File: config.mk
export PLATFORM = sky130hd
export DESIGN_NAME = des_key_scheduler
export DESIGN_NICKNAME = d
export VERILOG_FILES = /design/src/rtl/des_key_scheduler.sv
export SDC_FILE = /design/constraint.sdc
export NUM_CORES = 1
export LEC_CHECK = 0
export BUFFER_PORTS_ARGS = -buffer_cell sky130_fd_sc_hd__buf_2
export CAP_MARGIN = 20
export CORE_ASPECT_RATIO = 0.9
export CORE_MARGIN = 3
export CORE_UTILIZATION = 57
export CTS_BUF_LIST = sky130_fd_sc_hd__clkbuf_4
export CTS_CLUSTER_SIZE = 25
export DETAILED_ROUTE_END_ITERATION = 10
export GPL_ROUTABILITY_DRIVEN = 0
export PLACE_DENSITY = 0.9
export SLEW_MARGIN = 40
export SYNTH_ARGS = -nofsm -noshare
export SYNTH_HDL_FRONTEND = slang
export SYNTH_SLANG_ARGS = --single-unit
File: constraint.sdc
create_clock -name i_clk -period 4.4 [get_ports i_clk]
set_input_delay 0.22 -clock i_clk [delete_from_list [all_inputs] [get_ports i_clk]]
set_output_delay 0.22 -clock i_clk [all_outputs]
set_load 0.1 [all_outputs]
File: src/rtl/des_key_scheduler.sv
// DES key schedule: PC-1 on key accept, then one PC-2 subkey per handshake (K1..K16 or K16..K1).
// First subkey the cycle after accept; a subkey is held while i_subkey_ready=0; keys are taken only in IDLE.
module des_key_scheduler #(
    parameter bit CHECK_PARITY = 1'b1,
    parameter bit PARITY_ODD   = 1'b1
) (
    input  logic        i_clk,
    input  logic        i_rst_n,
    input  logic        i_key_valid,
    output logic        o_key_ready,
    input  logic [63:0] i_key,
    input  logic        i_decrypt,
    output logic        o_subkey_valid,
    input  logic        i_subkey_ready,
    output logic [47:0] o_subkey,
    output logic [3:0]  o_round,
    output logic        o_last,
    output logic        o_parity_err,
    input  logic        i_flush
);

    typedef enum logic {IDLE = 1'b0, RUN = 1'b1} state_t;

    localparam int PC1_TBL [56] = '{
        57, 49, 41, 33, 25, 17,  9,  1, 58, 50, 42, 34, 26, 18,
        10,  2, 59, 51, 43, 35, 27, 19, 11,  3, 60, 52, 44, 36,
        63, 55, 47, 39, 31, 23, 15,  7, 62, 54, 46, 38, 30, 22,
        14,  6, 61, 53, 45, 37, 29, 21, 13,  5, 28, 20, 12,  4};

    localparam int PC2_TBL [48] = '{
        14, 17, 11, 24,  1,  5,  3, 28, 15,  6, 21, 10,
        23, 19, 12,  4, 26,  8, 16,  7, 27, 20, 13,  2,
        41, 52, 31, 37, 47, 55, 30, 40, 51, 45, 33, 48,
        44, 49, 39, 56, 34, 53, 46, 42, 50, 36, 29, 32};

    // Table entries use FIPS numbering: bit 1 is the MSB of the vector.
    function automatic logic [55:0] pc1(input logic [63:0] k);
        logic [55:0] o;
        o = '0;
        for (int i = 0; i < 56; i++) o[6'(55 - i)] = k[6'(64 - PC1_TBL[i])];
        return o;
    endfunction

    function automatic logic [47:0] pc2(input logic [55:0] cd);
        logic [47:0] o;
        o = '0;
        for (int i = 0; i < 48; i++) o[6'(47 - i)] = cd[6'(56 - PC2_TBL[i])];
        return o;
    endfunction

    function automatic logic [27:0] rotl28(input logic [27:0] x, input logic one);
        return one ? {x[26:0], x[27]} : {x[25:0], x[27:26]};
    endfunction

    function automatic logic [27:0] rotr28(input logic [27:0] x, input logic one);
        return one ? {x[0], x[27:1]} : {x[1:0], x[27:2]};
    endfunction

    state_t      r_state;
    state_t      w_state_nxt;
    logic [27:0] r_c;
    logic [27:0] r_d;
    logic [3:0]  r_round;
    logic        r_dec;
    logic        r_perr;

    logic [55:0] w_pc1;
    logic [27:0] w_c0;
    logic [27:0] w_d0;
    logic        w_accept;
    logic        w_hs;
    logic        w_advance;
    logic [3:0]  w_shift_idx;
    logic        w_one;
    logic [7:0]  w_byte_bad;
    logic        w_perr;

    assign o_key_ready    = (r_state == IDLE);
    assign o_subkey_valid = (r_state == RUN);
    assign o_subkey       = pc2({r_c, r_d});
    assign o_round        = r_round;
    assign o_last         = ((r_round == 4'd15) & ~r_dec) | ((r_round == 4'd0) & r_dec);
    assign o_parity_err   = CHECK_PARITY ? r_perr : 1'b0;

    assign w_accept  = i_key_valid & o_key_ready;
    assign w_hs      = o_subkey_valid & i_subkey_ready;
    assign w_advance = w_hs & ~o_last & ~i_flush;

    assign w_pc1 = pc1(i_key);
    assign w_c0  = w_pc1[55:28];
    assign w_d0  = w_pc1[27:0];

    // Single-bit rotations belong to rounds 1, 2, 9, 16 (counter values 0, 1, 8, 15).
    // Encrypt moves into round counter+2; decrypt undoes round counter+1.
    assign w_shift_idx = r_dec ? r_round : r_round + 4'd1;
    assign w_one = (w_shift_idx == 4'd0) | (w_shift_idx == 4'd1) |
                   (w_shift_idx == 4'd8) | (w_shift_idx == 4'd15);

    genvar g;
    for (g = 0; g < 8; g++) begin : g_par
        assign w_byte_bad[g] = (^i_key[8*g +: 8]) != PARITY_ODD;
    end
    assign w_perr = CHECK_PARITY ? |w_byte_bad : 1'b0;

    always_comb begin
        w_state_nxt = r_state;
        case (r_state)
            IDLE:    if (i_key_valid) w_state_nxt = RUN;
            RUN:     if (i_flush || (w_hs && o_last)) w_state_nxt = IDLE;
            default: w_state_nxt = IDLE;
        endcase
    end

    always_ff @(posedge i_clk or negedge i_rst_n) begin
        if (!i_rst_n) begin
            r_state <= IDLE;
        end else begin
            r_state <= w_state_nxt;
        end
    end

    always_ff @(posedge i_clk or negedge i_rst_n) begin
        if (!i_rst_n) begin
            r_c     <= '0;
            r_d     <= '0;
            r_round <= '0;
            r_dec   <= 1'b0;
            r_perr  <= 1'b0;
        end else if (w_accept) begin
            r_c     <= i_decrypt ? w_c0 : rotl28(w_c0, 1'b1);
            r_d     <= i_decrypt ? w_d0 : rotl28(w_d0, 1'b1);
            r_round <= i_decrypt ? 4'd15 : 4'd0;
            r_dec   <= i_decrypt;
            r_perr  <= w_perr;
        end else if (w_advance) begin
            r_c     <= r_dec ? rotr28(r_c, w_one) : rotl28(r_c, w_one);
            r_d     <= r_dec ? rotr28(r_d, w_one) : rotl28(r_d, w_one);
            r_round <= r_dec ? r_round - 4'd1 : r_round + 4'd1;
        end
    end

endmodule

==> out/qor.yml <==
n_antenna_cell: 0
rows: 33
yosys_warnings: 0
status: "complete, no violations"
worst_hold_path_type: "in -> reg"
synth-adder-area-share_pct: 0.9185
yosysTopAreaCell: "dfrtp_1"
synth_flop_cell: "dfrtp_1"
routedWlPerCell_um: 19.96
critPathLaunchType: "register"
die_x_um: 109.1
post_cts_buffers: 0
cts_inserted_buffers: 9
yosysTopAreaCellShare_pct: 28.93
ys_top_cells_by_count: "nand2_1 (66), dfrtp_1 (63), xnor2_1 (57)"
drt-total-wl_mm: 16.09
clk_path_buf_depth: 2
synth_edf_count: 0
fillers: 747
synth_top_family_by_area: "compound AO/OA/AOI/OAI gates"
cp-end-kind: "register"
die_area_mm2: 0.01077
setup_viol: 0
htreeDepth: 3
max_freq_ghz: 0.2969
synth_mux_area_share_pct: 16.28
io_pins: 126
worst_pin_slew_ns: 0.8504
antenna_found_initial: 0
root_buffer: "clkbuf_4"
track_usage_pct: 29.80
path_max_fanout: 17
p_leak_nw: 2.692
synth_compound_area_share_pct: 19.89
tritoncts: "yes"
avgSynthCellArea_um2: 8.846
postCtsResizedCells: 0
clk_pin_slew_ns: 0.13
coreArea_mm2: 0.009208
layout.cells.non_filler: 806
post-synth-top-count-cell: "nand2_1"
synth_xor_area_share_pct: 9.644
insertion_delay_ns: 0.45
drv_slew: 0
required_ns: 4.73
overflow: 0
cp.arrival_ns: 3.70
post-route-period-util_pct: 76.54
grt_pass1_wl_mm: 25.80
maxCapViolCount: 0
async_flop_share_pct: 100.0
syn_area_mm2: 0.005449
worst_clock_skew_ns: 0.02327
critPathKind: "reg -> reg"
crit_path_top_delay_cell: "a21oi_4"
hold_violations: 0
start_util_pct: 59.18
firstDrtPassIters: 8
tns_ns: 0
synth_cells: 616
nets: 753
clock-sinks: 63
grt_setup_unrepaired: "false"
critPathTopFamily: "multiplexers"
p_per_area_mw_per_mm2: 681.7
synth-seq-area-share_pct: 28.93
ir_worst_vdd_mv: 0.4405
cpMostUsedCell: "mux2_4"
relSlewSlack_pct: 43.25
area_delta_synth_final_pct: 8.932
synth.distinct_cells: 55
vias_per_cell: 6.550
cpPeakStageDelay_ns: 0.46
first_iter_violations: 660
finalCriticalPeriod_ns: 3.368
drc: 0
port-buffer-count: 103
dp_hpwl_mm: 11.30
critical_path_buf_inv_count: 3
ys_ff_latch: 63
synth.area.top_cells: "dfrtp_1 (29%), mux2i_1 (9.7%), xnor2_1 (9.2%)"
die_height_um: 98.76
crit_chain: "clkinv_1 -> buf_4 -> ha_1 -> and2b_1 -> mux2_4 -> mux2_4 -> a21oi_4 -> buf_8 -> mux2_2 -> a221o_1"
grt_max_degree: 64
vias: 5279
placed_cells: 788
drive_above_1_share_pct: 25.44
ant_nets: 0
grt_pass1_vias: 5135
synth_simple_gate_area_share_pct: 13.11
[cell families after synthesis]
group	after synthesis
xor gates and xnor gates	60
adders and majority gates	4
DFF	63
other	1
muxes	83
buffers and inverters	103
AOI/OAI and AO/OA	153
and+or+nand+nor	149
[power by group]
part	internal [mW]	total [mW]	switching, mW
Combinational	0.763	2.65	1.89
Clock	0.178	0.411	0.233
Sequential	0.715	0.987	0.271
Total	1.66	4.05	2.39
[stage by stage]
stage / utilization [%] / hold slack [ns] / setup slack, ns / area (um2) / total power [mW]
3_5_place_dp: 62.64 / 0.4533 / 0.9695 / 5768 / 3.559
2_1_floorplan: - / -0.07559 / 0.8407 / 5528 / 3.195
3_3_place_gp: 62.62 / 0.4457 / 1.082 / 5766 / 3.478
4_1_cts: 64.23 / 0.02123 / 0.9414 / 5914 / 3.968
5_1_grt: 64.47 / 0.01882 / 0.9378 / 5936 / 4.218
6_report: 64.47 / 0.01990 / 1.032 / 5936 / 4.046
[worst paths after layout]
path | from | slack, ns | end | cells after the start
min | i_flush | 0.02 | o_subkey_valid | 3
min reg2reg | o_parity_err | 0.57 | o_parity_err | 2
min in group asynchronous | i_rst_n | 0.39 | r_c[19] | 3
max | r_dec | 1.03 | r_c[7] | 10
max in group asynchronous | i_rst_n | 3.59 | r_d[0] | 3
max reg2reg | r_dec | 1.03 | r_c[7] | 10
[per-layer routing]
metal / track usage, % / part of all wire [%]
met1: 39.18 / 38
met2: 47.31 / 47
met3: 7.269 / 12
met4: 11.36 / 3.5
met5: 0 / 0
[placed cells by master, fill, tap and decap left out, drive strengths merged, types with 23 or more instances in the layout]
master  instances
a21oi          23
a221o          27
a31oi          25
buf           121
dfrtp          63
mux2           29
mux2i          54
nand2          67
o21ai          39
xnor2          57
[worst min-delay path: stages]
cell     delay, ns
buf_2         0.09
a211o_1       0.09
nand2_1       0.05
[sequential cells by signal (all words and copies together), names as in the netlist]
name / count
o_round: 4
o_subkey_valid: 1
r_dec: 1
r_c: 28
r_d: 28
o_parity_err: 1
[timing repair]
action,CTS,global route
setup endpoints to repair,0,0
hold endpoints to repair,39,0
hold buffers,1,0
[final cells by class]
type | count | area (um2) | area share (%)
clock buffers | 10 | 75.07 | 1.265
clock inverters | 6 | 61.31 | 1.033
inverters | 12 | 45.04 | 0.7589
multi-input cells | 471 | 3353 | 56.49
flip-flops and latches | 63 | 1577 | 26.56
well taps | 122 | 152.6 | 2.572
repair buffers | 122 | 671.9 | 11.32
No activity file was read; power rests on OpenSTA's default activity.
